--- src/rtl/wb_arbiter_pkg.sv ---
// Shared types for the writeback arbiter: buffered PIM result entry and starvation FSM states.
package wb_arbiter_pkg;

    localparam int WB_XLEN               = 32;
    localparam int WB_FIFO_DEPTH_DEFAULT = 4;
    localparam int WB_MAX_WAIT_DEFAULT   = 8;

    typedef struct packed {
        logic [4:0]         rd;
        logic [WB_XLEN-1:0] data;
    } wb_entry_t;

    typedef enum logic [1:0] {
        IDLE    = 2'd0,
        WAITING = 2'd1,
        FORCE   = 2'd2
    } starv_state_e;

    // x0 is hardwired to zero, so a destination of 0 never produces a write.
    function automatic logic rd_writes(input logic [4:0] rd);
        return rd != 5'd0;
    endfunction

endpackage

--- src/rtl/wb_result_fifo.sv ---
// Synchronous FIFO buffering out-of-order PIM results until a writeback slot is free.
module wb_result_fifo
    import wb_arbiter_pkg::*;
#(
    parameter int DEPTH = WB_FIFO_DEPTH_DEFAULT,
    localparam int AW   = $clog2(DEPTH)
) (
    input  logic          i_clk,
    input  logic          i_rst,
    input  logic          i_push,
    input  wb_entry_t     i_entry,
    input  logic          i_pop,
    output wb_entry_t     o_head,
    output logic          o_full,
    output logic          o_empty,
    output logic [AW:0]   o_count
);

    localparam logic [AW:0]   CNT_ONE  = (AW+1)'(1);
    localparam logic [AW:0]   CNT_FULL = (AW+1)'(DEPTH);
    localparam logic [AW-1:0] PTR_ONE  = AW'(1);

    wb_entry_t     mem_q [DEPTH];
    logic [AW-1:0] wr_ptr_q, wr_ptr_d;
    logic [AW-1:0] rd_ptr_q, rd_ptr_d;
    logic [AW:0]   count_q, count_d;
    logic          do_push, do_pop;

    assign o_full  = (count_q == CNT_FULL);
    assign o_empty = (count_q == '0);
    assign o_count = count_q;
    assign o_head  = mem_q[rd_ptr_q];

    // A push while full is only legal when the head leaves in the same cycle.
    assign do_pop  = i_pop && !o_empty;
    assign do_push = i_push && (!o_full || do_pop);

    always_comb begin
        wr_ptr_d = wr_ptr_q;
        rd_ptr_d = rd_ptr_q;
        count_d  = count_q;
        if (do_push) wr_ptr_d = wr_ptr_q + PTR_ONE;
        if (do_pop)  rd_ptr_d = rd_ptr_q + PTR_ONE;
        case ({do_push, do_pop})
            2'b10:   count_d = count_q + CNT_ONE;
            2'b01:   count_d = count_q - CNT_ONE;
            default: count_d = count_q;
        endcase
    end

    always_ff @(posedge i_clk) begin
        if (i_rst) begin
            wr_ptr_q <= '0;
            rd_ptr_q <= '0;
            count_q  <= '0;
        end else begin
            wr_ptr_q <= wr_ptr_d;
            rd_ptr_q <= rd_ptr_d;
            count_q  <= count_d;
        end
    end

    always_ff @(posedge i_clk) begin
        if (do_push) mem_q[wr_ptr_q] <= i_entry;
    end

endmodule

--- src/rtl/wb_arbiter.sv ---
// MEM->WB register that merges pipeline results with buffered PIM results and
// keeps a pending-rd scoreboard for RAW/WAW/starvation stalls.
//
//  state   | meaning
//  IDLE    | FIFO empty or popped this cycle
//  WAITING | FIFO holds results but pipeline keeps taking the WB slot
//  FORCE   | waited MAX_WAIT cycles; stall front end until a pop happens
module wb_arbiter
    import wb_arbiter_pkg::*;
#(
    parameter int FIFO_DEPTH = WB_FIFO_DEPTH_DEFAULT,
    parameter int MAX_WAIT   = WB_MAX_WAIT_DEFAULT,
    parameter int XLEN       = WB_XLEN
) (
    input  logic            i_clk,
    input  logic            i_rst,
    input  logic            i_mem_reg_write,
    input  logic [4:0]      i_mem_rd,
    input  logic [XLEN-1:0] i_mem_data,
    input  logic            i_pim_issue,
    input  logic [4:0]      i_pim_issue_rd,
    input  logic            i_pim_valid,
    input  logic [4:0]      i_pim_rd,
    input  logic [XLEN-1:0] i_pim_data,
    output logic            o_pim_ready,
    input  logic [4:0]      i_dec_rs1,
    input  logic [4:0]      i_dec_rs2,
    input  logic            i_dec_rs1_used,
    input  logic            i_dec_rs2_used,
    output logic            o_stall,
    output logic            o_wb_reg_write,
    output logic [4:0]      o_wb_rd,
    output logic [XLEN-1:0] o_wb_data
);

    localparam int            AW         = $clog2(FIFO_DEPTH);
    localparam int            CW         = $clog2(MAX_WAIT + 1);
    localparam logic [CW-1:0] WAIT_LIMIT = CW'(MAX_WAIT);
    localparam logic [CW-1:0] WAIT_ONE   = CW'(1);
    localparam logic [AW:0]   CNT_MAX    = (AW+1)'(FIFO_DEPTH);

    wb_entry_t     push_entry;
    wb_entry_t     fifo_head;
    logic          fifo_full, fifo_empty;
    logic [AW:0]   fifo_count;
    logic          mem_slot, pop, push;

    logic [31:0]   pending_q, pending_d;
    logic          raw_hit, waw_hit, starved, issue_fire;

    starv_state_e  state_q, state_d;
    logic [CW-1:0] wait_cnt_q, wait_cnt_d;

    logic            wb_we_q, wb_we_d;
    logic [4:0]      wb_rd_q, wb_rd_d;
    logic [XLEN-1:0] wb_data_q, wb_data_d;

    // Pipeline always owns the slot when it really writes; the FIFO fills the gaps.
    assign mem_slot    = i_mem_reg_write && rd_writes(i_mem_rd);
    assign pop         = !fifo_empty && !mem_slot;
    assign o_pim_ready = !fifo_full || pop;
    assign push        = i_pim_valid && o_pim_ready;

    assign push_entry.rd   = i_pim_rd;
    assign push_entry.data = i_pim_data;

    wb_result_fifo #(
        .DEPTH (FIFO_DEPTH)
    ) u_fifo (
        .i_clk   (i_clk),
        .i_rst   (i_rst),
        .i_push  (push),
        .i_entry (push_entry),
        .i_pop   (pop),
        .o_head  (fifo_head),
        .o_full  (fifo_full),
        .o_empty (fifo_empty),
        .o_count (fifo_count)
    );

    assign raw_hit = (i_dec_rs1_used && rd_writes(i_dec_rs1) && pending_q[i_dec_rs1])
                  || (i_dec_rs2_used && rd_writes(i_dec_rs2) && pending_q[i_dec_rs2]);
    assign waw_hit = i_pim_issue && rd_writes(i_pim_issue_rd) && pending_q[i_pim_issue_rd];
    assign starved = (state_q == FORCE);
    assign o_stall = raw_hit || waw_hit || starved;

    // The issue input is a request; it only takes effect when decode is not held.
    assign issue_fire = i_pim_issue && !o_stall && rd_writes(i_pim_issue_rd);

    always_comb begin
        pending_d = pending_q;
        if (pop)        pending_d[fifo_head.rd]    = 1'b0;
        if (issue_fire) pending_d[i_pim_issue_rd] = 1'b1;
        pending_d[0] = 1'b0;
    end

    always_comb begin
        wait_cnt_d = wait_cnt_q;
        state_d    = state_q;
        if (pop || fifo_empty) begin
            wait_cnt_d = '0;
        end else if (wait_cnt_q != WAIT_LIMIT) begin
            wait_cnt_d = wait_cnt_q + WAIT_ONE;
        end
        case (state_q)
            IDLE: begin
                if (!fifo_empty && !pop)
                    state_d = (wait_cnt_d == WAIT_LIMIT) ? FORCE : WAITING;
            end
            WAITING: begin
                if (pop || fifo_empty)
                    state_d = IDLE;
                else if (wait_cnt_d == WAIT_LIMIT)
                    state_d = FORCE;
            end
            FORCE: begin
                if (pop || fifo_empty)
                    state_d = IDLE;
            end
            default: state_d = IDLE;
        endcase
    end

    always_comb begin
        wb_we_d   = 1'b0;
        wb_rd_d   = wb_rd_q;
        wb_data_d = wb_data_q;
        if (mem_slot) begin
            wb_we_d   = 1'b1;
            wb_rd_d   = i_mem_rd;
            wb_data_d = i_mem_data;
        end else if (pop) begin
            wb_we_d   = rd_writes(fifo_head.rd);
            wb_rd_d   = fifo_head.rd;
            wb_data_d = fifo_head.data;
        end
    end

    always_ff @(posedge i_clk) begin
        if (i_rst) begin
            pending_q  <= '0;
            state_q    <= IDLE;
            wait_cnt_q <= '0;
            wb_we_q    <= 1'b0;
            wb_rd_q    <= '0;
            wb_data_q  <= '0;
        end else begin
            pending_q  <= pending_d;
            state_q    <= state_d;
            wait_cnt_q <= wait_cnt_d;
            wb_we_q    <= wb_we_d;
            wb_rd_q    <= wb_rd_d;
            wb_data_q  <= wb_data_d;
        end
    end

    assign o_wb_reg_write = wb_we_q;
    assign o_wb_rd        = wb_rd_q;
    assign o_wb_data      = wb_data_q;

    a_fifo_count_bound: assert property (@(posedge i_clk) disable iff (i_rst)
        fifo_count <= CNT_MAX);

endmodule
--- config.mk ---
export PLATFORM = sky130hd
export DESIGN_NAME = wb_arbiter
export DESIGN_NICKNAME = d
export VERILOG_FILES = /design/src/rtl/wb_arbiter_pkg.sv /design/src/rtl/wb_result_fifo.sv /design/src/rtl/wb_arbiter.sv
export SDC_FILE = /design/constraint.sdc
export NUM_CORES = 1
export LEC_CHECK = 0
export ABC_AREA = 1
export BUFFER_PORTS_ARGS = -buffer_cell sky130_fd_sc_hd__buf_2
export CAP_MARGIN = 10
export CORE_ASPECT_RATIO = 1.2
export CORE_MARGIN = 10
export CORE_UTILIZATION = 57
export CTS_BUF_LIST = sky130_fd_sc_hd__clkbuf_16
export DETAILED_ROUTE_END_ITERATION = 16
export PLACE_DENSITY = 0.9
export SYNTH_ARGS = -nofsm -noshare
export SYNTH_HDL_FRONTEND = slang
export SYNTH_SLANG_ARGS = --single-unit
--- constraint.sdc ---
create_clock -name i_clk -period 4.2 [get_ports i_clk]
set_input_delay 0.21 -clock i_clk [delete_from_list [all_inputs] [get_ports i_clk]]
set_output_delay 0.21 -clock i_clk [all_outputs]
set_load 0.02 [all_outputs]
# Yosys cells after proc, flatten, opt, wreduce, memory -nomap -nowiden
# Memory sizes are Yosys's and may differ from the RTL's. A register that Yosys moved wholly into a read port is not among the register bits.
# Cells that the tools add are included.
# W data, S select, Z words.
dict set report totals {
  register_bits 83
  wordCells 103
  out_inout_bits 40
  inputBits 96
  memories 1
  mem_bits_rw 148
}
# memory words width rd rd_ports_with_merged_regs wr line_no
set mem_list {}
lappend mem_list {u_fifo.mem_q 4 37 1 1 1 wb_result_fifo.sv:23} ;# wb_entry_t mem_q [DEPTH];
dict set report classes {
  n_mux 31
  magnitude_cmp 6
  n_bitwise 3
  add_sub_neg 5
  reduce_logical 37
  n_eq_ne 10
}
# cell n
set op_table {}
lappend op_table {{$mux W32} 4}
lappend op_table {{$and A32 B32 Y32} 1}
lappend op_table {{$not A32 Y32} 1}
lappend op_table {{$or A32 B32 Y32} 1}
lappend op_table {{$reduce_bool A5 Y1} 5}
lappend op_table {{$lt A5 B6 Y1 const B} 4}
lappend op_table {{$logic_and A1 B1 Y1} 16}
lappend op_table {{$bmux W1 S5} 3}
lappend op_table {{$mux W2} 7}
lappend op_table {{$demux W1 S5} 2}
lappend op_table {{$ge A5 B1 Y1 const B} 2}
lappend op_table {{$mux W5} 2}
lappend op_table {{$mux W1} 9}
lappend op_table {{$mux W4} 2}
lappend op_table {{$logic_or A1 B1 Y1} 6}
lappend op_table {{$pmux W2 S3} 1}
lappend op_table {{$pmux W3 S2} 1}
lappend op_table {{$logic_not A1 Y1} 5}
lappend op_table {{$add A2 B1 Y2 const B} 2}
lappend op_table {{$add A4 B1 Y4 const B} 1}
lappend op_table {{$eq A2 B1 Y1 const B} 2}
lappend op_table {{$eq A2 B2 Y1 const B} 2}
lappend op_table {{$eq A4 B4 Y1 const B} 1}
lappend op_table {{$ne A4 B4 Y1 const B} 1}
lappend op_table {{10 further kinds} 11}

# Longest topological paths before layout
# Gate-level depths: netlist (run 1).
dict set report depth {
  word_depth 10
  ltp_mapped 17
  mapped_depth_nobuf 14
}

# Cells and area by module
# A second synthesis (run 1) with hierarchy kept.
dict set report unflattened {
  hier_cells 1147
  hier_area_um2 10457.5
}
# module cells_each n_inst area_per_inst_um2
set modules_own_cells {}
lappend modules_own_cells {wb_result_fifo 432 1 5989.5}
lappend modules_own_cells {wb_arbiter 715 1 4468.0}

# Worst setup path before layout (run 1)
# OpenSTA, ideal clock, no wires.
dict set report synth_timing {
  path_type {input port to flip-flop}
  from {in i_mem_rd[3]}
  to {mem u_fifo.mem_q[0][0] (netlist name) (enable)}
  required_time_ns 3.769
  path_buffers 0
  path_stages 7
  t_arrival_ns 2.650
  slack_ns 1.119
  path_cell_list {nor3_1 nand2_1 nand2_1 inv_2 nand4_1 nand2_1 nor2_1}
}
dict set report synth_between {
  elab_chain_len 9
  word_cells_on_any_way 11
}
# item line_no
set synth_lines {}
lappend synth_lines {{start: declaration} wb_arbiter.sv:18} ;# input logic [4:0] i_mem_rd,
lappend synth_lines {{$reduce_bool A5 Y1} wb_arbiter_pkg.sv:21} ;# return rd != 5'd0;
lappend synth_lines {{$logic_and A1 B1 Y1} wb_arbiter.sv:59} ;# assign mem_slot = i_mem_reg_write && rd_writes(i_mem_rd);
lappend synth_lines {{$logic_not A1 Y1} wb_arbiter.sv:60} ;# assign pop = !fifo_empty && !mem_slot;
lappend synth_lines {{$logic_and A1 B1 Y1} wb_arbiter.sv:60}
lappend synth_lines {{$logic_or A1 B1 Y1} wb_arbiter.sv:61} ;# assign o_pim_ready = !fifo_full || pop;
lappend synth_lines {{named net o_pim_ready} wb_arbiter.sv:25} ;# output logic o_pim_ready,
lappend synth_lines {{$logic_and A1 B1 Y1} wb_arbiter.sv:62} ;# assign push = i_pim_valid && o_pim_ready;
lappend synth_lines {{$logic_and A1 B1 Y1} wb_result_fifo.sv:36} ;# assign do_push = i_push && (!o_full || do_pop);
lappend synth_lines {{$mux W1} wb_result_fifo.sv:64} ;# if (do_push) mem_q[wr_ptr_q] <= i_entry;
lappend synth_lines {{$mux W1 (implied by the code)} wb_result_fifo.sv:64}
lappend synth_lines {{end: declaration} wb_result_fifo.sv:23}
# The timed path passes the listed nets, and every way through them passes these cells.

# Worst setup path after layout (run 1)
dict set report layout_timing {
  from {reg u_fifo.count_q[1], in the netlist u_fifo.o_count[1]}
  to {reg u_fifo.count_q[2], in the netlist u_fifo.o_count[2]}
}
dict set report layout_between {
  elab_chain_len 8
  word_cells_on_any_way 16
}
# item line_no
set layout_lines {}
lappend layout_lines {{start: declaration} wb_result_fifo.sv:26} ;# logic [AW:0] count_q, count_d;
lappend layout_lines {{start signal: assignment} wb_result_fifo.sv:59} ;# count_q <= count_d;
lappend layout_lines {{$logic_not A3 Y1} wb_result_fifo.sv:30} ;# assign o_empty = (count_q == '0);
lappend layout_lines {{$logic_not A1 Y1} {wb_result_fifo.sv:35, wb_arbiter.sv:60}}
lappend layout_lines {{$logic_and A1 B1 Y1} wb_arbiter.sv:60}
lappend layout_lines {{$logic_or A1 B1 Y1 or $logic_and A1 B1 Y1 (tied branches)} {wb_arbiter.sv:61, wb_result_fifo.sv:35}}
lappend layout_lines {{$logic_and A1 B1 Y1 or $logic_or A1 B1 Y1 (tied branches)} {wb_arbiter.sv:62, wb_result_fifo.sv:36}}
lappend layout_lines {{$logic_and A1 B1 Y1} wb_result_fifo.sv:36}
lappend layout_lines {{$eq A2 B1 Y1 or $eq A2 B2 Y1 (tied branches)} wb_result_fifo.sv:44} ;# case ({do_push, do_pop})
lappend layout_lines {{$pmux W3 S2 or $reduce_bool A2 Y1 (tied branches)} --}
# Several ways; a longest one is shown, not always the timed one.
# A chain may end at the register's enable or synchronous reset.

==> results.toml, run 1 <==
[synth]
synth_area_um2 = 10400
synth-seq-cells = 232
synth_common_cells = "nand2_1, edfxtp_1, nor2_1, o21ai_0, dfxtp_1"
synth_edf_count = 148
yosys-top-cells-area = "edfxtp_1, dfxtp_1, nand2_1"
synth_cells = 1143
synthDominantCellAreaShare = 0.427
yosysMostFrequentCell = "nand2_1"
yosys.area.top_type = "edfxtp_1"
ys.flop_type = "edfxtp_1"
syn_nets = 1247
syn_area_per_cell_um2 = 9.11
ys_seq_area_frac = 0.589
synthArstFlopShare = 0
synth_cell_types = 41
yosysWarnings = 0

[timing]
fin_ws_ns = 1.52
timing.final.max_slew_violations = 0
finalCritPeriodShare = 0.638
holdWs_ns = -0.0104
max_freq_mhz = 373
tightest_slew_ns = 0.693
finalSetupViolCount = 0
setup_tns_ns = 0
grt_setup_unrepaired = "no"
hold_viol = 1
skew_ns = 0.0219
finalCriticalPeriod_ns = 2.68
relSlewSlack = 0.538

[hold_path]
holdPathEnd = "o_wb_data[28]"
worstHoldStart = "i_mem_data[28]"
holdPathStages = 3
hp-class = "primary input to flop"

[die]
core_area_um2 = 18000
top_level_ports = 136
die-height_um = 168
rows = 54
fp.dieW_um = 143
die-area_um2 = 24100
start_util = 0.577

[clock_network]
numCtsBuffers = 21
cts_root_buffer = "clkbuf_16"
postCtsSetupRepairBufs = 0
path_clk_slew_ns = 0.07
htree_levels = 1
clock_sinks = 232
cts_tree = "done"
insertion_delay_ns = 0.51
cts_buffer_depth = 3

[finish]
postLayoutCoreUtil = 0.685
layout-drive-gt1-share = 0.165
fin_nets = 1408
area_growth_pct = 18.8
instances_no_fill = 1546
fin_area_um2 = 12400

[worst_setup_path]
cp.required_ns = 4.59
r2r_slack_ns = 1.52
rr_startpoint = "u_fifo.o_count[1]"
arrival_ns = 3.07
crit_path_top_delay_cell = "nand2_1"
worstReg2RegEnd = "u_fifo.o_count[2]"
reg2regPathDepth = 10
max_stage_delay_ns = 0.50
crit_type = "flop to flop"
end_kind = "flop"
worstPathCellList = "inv_1 > nand4_1 > nand2_1 > ha_1 > inv_1 > fa_1 > a21oi_1 > o21ai_0 > o21ai_0 > a21oi_1"
crit_fanout = 9
crit_path_start_kind = "flop"

[detailed_routing]
viasPerCell = 6.27
vias = 9700
ant_nets = 0
drt-total-wl_um = 33000
wire_per_inst_um = 21.3
drcViolationCount = 0
firstDrtPassIters = 6
drt_first_iter_violations = 1457

[run_status]
status = "finished with violations"
failed_checks = "negative hold slack"

[grt]
grt_pass1_vias = 9531
grt_usage = 0.264
grt_max_degree = 65
antenna_found_initial = 3
grt-ovfl-total = 0
grt_pass1_wl_um = 51300

[place]
portBuffers = 135
place_ws_ns = 1.34
placed_cells = 1454
place_congestion = 1.00
place_area_um2 = 11200
hpwlAfterDp_um = 19000

[power_and_ir_drop]
p_per_area_nw_per_um2 = 502
totalPowerFinal_mw = 6.20
max-vdd-ir-drop_uv = 527
leakage_nw = 4.88

[run]
max_cap_viol_count = 0
-- how the worst max path moves through the flow --
stage                            startpoint                 end  slack [ns]  depth (start not counted)
after global routing      u_fifo.o_count[1]   u_fifo.o_count[2]        1.28                         10
after CTS                 u_fifo.o_count[0]   u_fifo.o_count[2]        1.66                         10
after global placement          i_mem_rd[3]   u_fifo.o_count[2]        1.49                         15
after detailed placement        i_mem_rd[3]   u_fifo.o_count[2]        1.34                         15
after floorplan                 i_mem_rd[3]  u_fifo.mem_q[0][0]        1.12                          7
final                     u_fifo.o_count[1]   u_fifo.o_count[2]        1.52                         10
-- critical path, delay by kind of cell, from the launching register on --
| kind | cells | cell delay, ns |
|---|---|---|
| compound gates | 4 | 0.61 |
| fa+ha+maj | 2 | 0.69 |
| buf+inv | 2 | 0.22 |
| flops | 1 | 0.37 |
| simple gates | 2 | 0.65 |
-- sequential cells by signal, indices dropped and copies added (netlist names), named ones only --
| register | count |
|---|---|
| o_wb_rd | 5 |
| u_fifo.mem_q | 148 |
| pending_q | 31 |
| wait_cnt_q | 4 |
| state_q | 2 |
| o_wb_data | 32 |
| u_fifo.rd_ptr_q | 2 |
| u_fifo.o_count | 3 |
| u_fifo.wr_ptr_q | 2 |
| o_wb_reg_write | 1 |
-- metal layers --
metal / track usage / vias to the layer above / wire length [um]
li1: - / 4258 / -
met1: 0.309 / 4445 / 11200
met2: 0.456 / 866 / 16600
met3: 0.0526 / 131 / 3820
met4: 0.121 / 0 / 1370
met5: 0 / - / 0
-- cell type report --
cell class | count | area [um^2]
flip-flops and latches | 232 | 6130
multi-input cells | 759 | 3670
fillers | 1158 | 5680
inverters | 91 | 347
well taps | 224 | 280
clock inverters | 17 | 118
repair buffers | 199 | 1280
diodes | 3 | 7.51
clock buffers | 21 | 526
-- placed cells by master, fill, tap and decap left out, types with 8 or more instances in the layout --
| cell type | Yosys | routed |
|---|---|---|
| dfxtp_1 | 84 | 83 |
| dlygate4sd3_1 | 0 | 51 |
| buf_2 | 17 | 135 |
| o211ai_1 | 9 | 9 |
| nand3_1 | 30 | 30 |
| o21ai_0 | 103 | 103 |
| o311ai_1 | 8 | 8 |
| nand4_1 | 35 | 35 |
| inv_2 | 21 | 22 |
| clkbuf_16 | 0 | 21 |
| inv_1 | 69 | 69 |
| o22ai_1 | 21 | 21 |
| o21ai_1 | 33 | 33 |
| a21oi_1 | 75 | 75 |
| nor3_1 | 11 | 11 |
| buf_4 | 2 | 13 |
| nand2_1 | 256 | 256 |
| a31oi_1 | 13 | 13 |
| edfxtp_1 | 148 | 148 |
| nor2_1 | 125 | 120 |
-- repair_timing --
item,CTS,global route
hold buffers,51,0
setup endpoints to repair,0,0
gates resized for setup,0,0
hold endpoints to repair,162,0
-- cell families after synthesis --
logic type,synth area share
AO/OA/AOI/OAI,0.147
XOR/XNOR,0.00253
adder cells (fa/ha/maj),0.0103
buffers and inverters,0.0617
flip-flops,0.589
multiplexers,0.00192
AND/OR/NAND/NOR,0.188
-- power breakdown --
| group | switching [mW] | internal [mW] | total (mW) |
|---|---|---|---|
| sequential | 0.148 | 2.65 | 2.80 |
| combinational | 1.12 | 0.431 | 1.55 |
| clock | 0.864 | 0.987 | 1.85 |
Power figures use the tool's default switching activity.
==> inputs of run 2 (changes only) <==
==> constraint.sdc (replaced) <==
create_clock -name i_clk -period 2.5 [get_ports i_clk]
set_input_delay 0.125 -clock i_clk [delete_from_list [all_inputs] [get_ports i_clk]]
set_output_delay 0.125 -clock i_clk [all_outputs]
set_load 0.02 [all_outputs]
==> results.toml, run 2 (synthesized netlist as in run 1, its figures left out) <==
[clock_network]
cts_tree = "done"
numCtsBuffers = 21
cts_root_buffer = "clkbuf_16"
insertion_delay_ns = 0.51
htree_levels = 1
cts_buffer_depth = 3
clock_sinks = 232
path_clk_slew_ns = 0.07

[power_and_ir_drop]
seqPwrFrac = 0.424
clkPwrFrac = 0.311
leakage_nw = 5.08
p_comb_frac = 0.266
max-vdd-ir-drop_uv = 767
switchingPower_mw = 3.84
p_per_area_nw_per_um2 = 863
p_int_mw = 7.23
switching_share = 0.347

[hold_path]
hp-class = "primary input to flop"

[finish]
layout-drive-gt1-share = 0.176
final_cell_mix = "nand2_1, edfxtp_1, buf_2"
area_growth_pct = 23.2
fin_area_um2 = 12800
top_register = "u_fifo.mem_q"
postLayoutCoreUtil = 0.711
fin_nets = 1440
final_common_cell = "nand2_1"
n_fill_cell = 1062
largest_reg_flops = 148

[grt]
globalRouteMet3Util = 0.0647
grt_max_degree = 65
antenna_found_initial = 2
grt_util_met2 = 0.481
grt_pass1_vias = 10200
grt-ovfl-total = 0
busiest_layer = "met2"
grt_usage = 0.291
use_met1 = 0.340
grt_pass1_wl_um = 56000

[die]
core_area_um2 = 18000
top_level_ports = 136
start_util = 0.577
die-height_um = 168
fp.dieW_um = 143
die-area_um2 = 24100
rows = 54

[place]
place_congestion = 0.973
hpwlAfterDp_um = 19700
place_area_um2 = 11300
portBuffers = 135

[worst_setup_path]
cp.required_ns = 2.89
crit_fanout = 11
cp_common_cell = "inv_2"
crit_type = "primary input to flop"
critPathBufInv = 5
worstPathCellList = "dlygate4sd3_1 > buf_2 > nor3_2 > nand2_1 > nand2_2 > inv_2 > buf_6 > nor2_4 > ha_1 > inv_2 > fa_2 > a21oi_4 > o21ai_2 > o21ai_1 > a21oi_1"
path_delay_family = "buffers and inverters"
arrival_ns = 2.84
crit_path_start_kind = "primary input"
end_kind = "flop"
max_stage_delay_ns = 0.54
crit_path_top_delay_cell = "dlygate4sd3_1"

[detailed_routing]
drt_first_iter_violations = 1547
firstDrtPassIters = 6
drcViolationCount = 0
wire_per_inst_um = 23.4
drt-total-wl_um = 36900
vias = 10300
viasPerCell = 6.51
ant_nets = 0

[run]
max_cap_viol_count = 0

[timing]
hold_viol = 1
skew_ns = 0.0227
finalSetupViolCount = 0
max_freq_mhz = 408
setup_tns_ns = 0
tightest_slew_ns = 0.714
timing.final.max_slew_violations = 0
holdWs_ns = -0.000616
finalCriticalPeriod_ns = 2.45
finalCritPeriodShare = 0.979
relSlewSlack = 0.524

[run_status]
failed_checks = "negative hold slack"
status = "finished with violations"
## run 2: changes by cell type in the layout (fill, tap and decap cells not counted), sizes merged, moves of 2 or more
cell and change:
clkinvlp +2, buf +12, clkbuf +3, clkinv -7
dlygate4sd3 +19
## run 2: worst paths after layout
| kind | start | endpoint | slack [ns] | cells after the start |
|---|---|---|---|---|
| min reg2reg | state_q[1] | state_q[0] | 0.51 | 3 |
| min | i_mem_data[6] | o_wb_data[6] | -0.0006 | 3 |
| max | i_mem_rd[3] | u_fifo.o_count[2] | 0.05 | 15 |
| max reg2reg | u_fifo.o_count[0] | u_fifo.o_count[2] | 0.15 | 10 |
## run 2: layout make-up
class                      count  area, um^2  area share
antenna                        2        5.00    0.000390
clock inverter                13         114     0.00888
timing repair buffer         230        1630       0.127
tap                          224         280      0.0219
multi-input combinational    760        3720       0.290
sequential                   232        6130       0.478
clock buffer                  24         601      0.0468
inverter                      91         347      0.0270
## run 2: worst register-to-register path, stage by stage, from the launching register on
cell	delay (ns)
dfxtp_1	0.36
inv_1	0.13
nand4_1	0.19
nand2_2	0.27
ha_1	0.22
inv_2	0.09
fa_2	0.43
a21oi_4	0.22
o21ai_2	0.13
o21ai_1	0.16
a21oi_1	0.06
## run 2: through the flow
| step | setup WS (ns) | std cells | total power, mW |
|---|---|---|---|
| 6_report | 0.0519 | 1576 | 11.1 |
| 5_1_grt | -0.0499 | 1576 | 11.3 |
| 4_1_cts | 0.0755 | 1569 | 10.6 |
| 3_5_place_dp | 0.228 | 1462 | 7.15 |
| 3_3_place_gp | 0.278 | 1462 | 7.03 |
| 2_1_floorplan | -0.496 | 1143 | 6.27 |
## run 2: power groups by stage
stage	Combinational [mW]	Sequential, mW	Clock [mW]
after floorplan	1.41	4.86	0
after CTS	2.59	4.65	3.34
after global routing	3.08	4.70	3.55
after detailed placement	2.44	4.71	0
final	2.94	4.69	3.44
after global placement	2.34	4.69	0
## run 2: timing repair
item	in CTS	in global routing
buffers inserted	0	4
hold buffers	70	0
resized for setup	0	12
endpoints found under the setup margin	0	2
hold endpoints to repair	181	0
## run 2: routing by layer
metal | wire [um] | vias up
li1 | - | 4329
met5 | 0 | -
met2 | 17700 | 1034
met4 | 2310 | 0
met3 | 4840 | 230
met1 | 12000 | 4672
==> inputs of run 3 (changes only) <==
--- a/config.mk
+++ b/config.mk
@@ -6,14 +6,13 @@
 export NUM_CORES = 1
 export LEC_CHECK = 0
 export ABC_AREA = 1
-export BUFFER_PORTS_ARGS = -buffer_cell sky130_fd_sc_hd__buf_2
 export CAP_MARGIN = 10
 export CORE_ASPECT_RATIO = 1.2
 export CORE_MARGIN = 10
 export CORE_UTILIZATION = 57
-export CTS_BUF_LIST = sky130_fd_sc_hd__clkbuf_16
 export DETAILED_ROUTE_END_ITERATION = 16
-export PLACE_DENSITY = 0.9
+export DONT_BUFFER_PORTS = 1
+export PLACE_DENSITY = 0.83
 export SYNTH_ARGS = -nofsm -noshare
 export SYNTH_HDL_FRONTEND = slang
 export SYNTH_SLANG_ARGS = --single-unit
==> results.toml, run 3 (synthesized netlist as in run 1, its figures left out) <==
[worst_setup_path]
worstReg2RegEnd = "pending_q[11]"
crit_path_start_kind = "flop"
arrival_ns = 2.90
crit_fanout = 11
r2r_slack_ns = 0.04
reg2regPathDepth = 8
cp.required_ns = 2.94
crit_type = "flop to flop"
end_kind = "flop"

[power_and_ir_drop]
leakage_nw = 4.52
p_per_area_nw_per_um2 = 849
max-vdd-ir-drop_uv = 815

[finish]
fin_nets = 1311
n_fill_cell = 1201
final_cell_mix = "nand2_1, edfxtp_1, nor2_1"
largest_reg_flops = 148
top_register = "u_fifo.mem_q"
layout-drive-gt1-share = 0.0777
area_growth_pct = 16.8
postLayoutCoreUtil = 0.674
fin_area_um2 = 12200
final_common_cell = "nand2_1"

[timing]
timing.final.max_slew_violations = 0
finalCriticalPeriod_ns = 2.46
hold_viol = 0
relSlewSlack = 0.567
tightest_slew_ns = 0.649
max_freq_mhz = 407
finalCritPeriodShare = 0.982
skew_ns = 0.0181
finalSetupViolCount = 0

[detailed_routing]
viasPerCell = 6.25
firstDrtPassIters = 6
wire_per_inst_um = 22.1
vias = 9056
ant_nets = 0
drt_first_iter_violations = 1270
drcViolationCount = 0
drt-total-wl_um = 32100

[clock_network]
path_clk_slew_ns = 0.07
cts_root_buffer = "clkbuf_16"
insertion_delay_ns = 0.50
cts_tree = "done"
cts_buffer_depth = 3
clock_sinks = 232
htree_levels = 1
numCtsBuffers = 21

[die]
die-area_um2 = 24100
rows = 54
core_area_um2 = 18000
start_util = 0.577
fp.dieW_um = 143
top_level_ports = 136
die-height_um = 168

[grt]
antenna_found_initial = 4
grt_max_degree = 65
grt_pass1_vias = 8890
grt-ovfl-total = 0
grt_usage = 0.254
grt_pass1_wl_um = 48600

[hold_path]
hp-class = "primary input to flop"
worstHoldStart = "i_pim_issue_rd[2]"
holdPathStages = 5
holdPathEnd = "pending_q[2]"

[place]
place_congestion = 0.972
place_area_um2 = 10600
portBuffers = 0
hpwlAfterDp_um = 18100

[run_status]
status = "finished clean"

[run]
max_cap_viol_count = 0
==> run 3: repair_timing <==
| action | CTS | global route |
|---|---|---|
| gates resized for setup | 0 | 5 |
| setup endpoints to repair | 0 | 2 |
| endpoints found under the hold margin | 223 | 0 |
| hold buffers | 82 | 0 |
| setup buffers | 0 | 1 |
==> run 3: worst max-delay path by stage <==
stage	to	slack [ns]	cells after the start
3_5_place_dp	u_fifo.o_count[2]	0.41	12
4_1_cts	pending_q[6]	0.05	9
3_3_place_gp	u_fifo.o_count[2]	0.49	12
2_1_floorplan	u_fifo.mem_q[0][0]	-0.50	7
6_report	pending_q[11]	0.04	8
5_1_grt	pending_q[11]	-0.09	8
==> run 3: routing by layer <==
| metal | global-route usage | up-vias | share of wire |
|---|---|---|---|
| met5 | 0 | - | 0 |
| met4 | 0.107 | 0 | 0.038 |
| met3 | 0.0628 | 98 | 0.12 |
| met2 | 0.447 | 661 | 0.51 |
| met1 | 0.285 | 4215 | 0.34 |
| li1 | - | 4082 | - |
==> run 3: report_power, final <==
part | internal (mW) | switching, mW
sequential | 4.45 | 0.431
combinational | 0.677 | 1.62
clock | 1.73 | 1.40
total | 6.86 | 3.46
==> run 3: cell type report <==
class | instances | area [um^2] | area share
multi-input combinational | 760 | 3700 | 0.305
clock inverter | 5 | 42.5 | 0.00350
antenna | 4 | 10.0 | 0.000823
inverter | 91 | 347 | 0.0285
sequential | 232 | 6130 | 0.504
timing repair buffer | 101 | 1030 | 0.0845
clock buffer | 33 | 623 | 0.0512
tap | 224 | 280 | 0.0230
==> run 3: metrics by stage <==
stage / cells / total power [mW] / setup WS, ns / setup TNS (ns) / hold slack, ns
after global placement: 1324 / 6.79 / 0.486 / 0 / 0.202
after CTS: 1444 / 10.0 / 0.0490 / 0 / 0.00191
final: 1450 / 10.3 / 0.0443 / 0 / 0.0229
after global routing: 1450 / 10.7 / -0.0886 / -0.119 / 0.0596
after floorplan: 1143 / 6.27 / -0.496 / -73.47 / 0.224
after detailed placement: 1324 / 6.86 / 0.413 / 0 / 0.204
==> run 3: worst max-delay path, stage by stage (launching register included) <==
cell and delay (ns):
dfxtp_2 0.36, inv_2 0.20, nand2_1 0.08, a32oi_1 0.55, nor2_1 0.15, nand2_1 0.20
o21ai_0 0.11, a21oi_1 0.17, dlygate4sd3_1 0.57
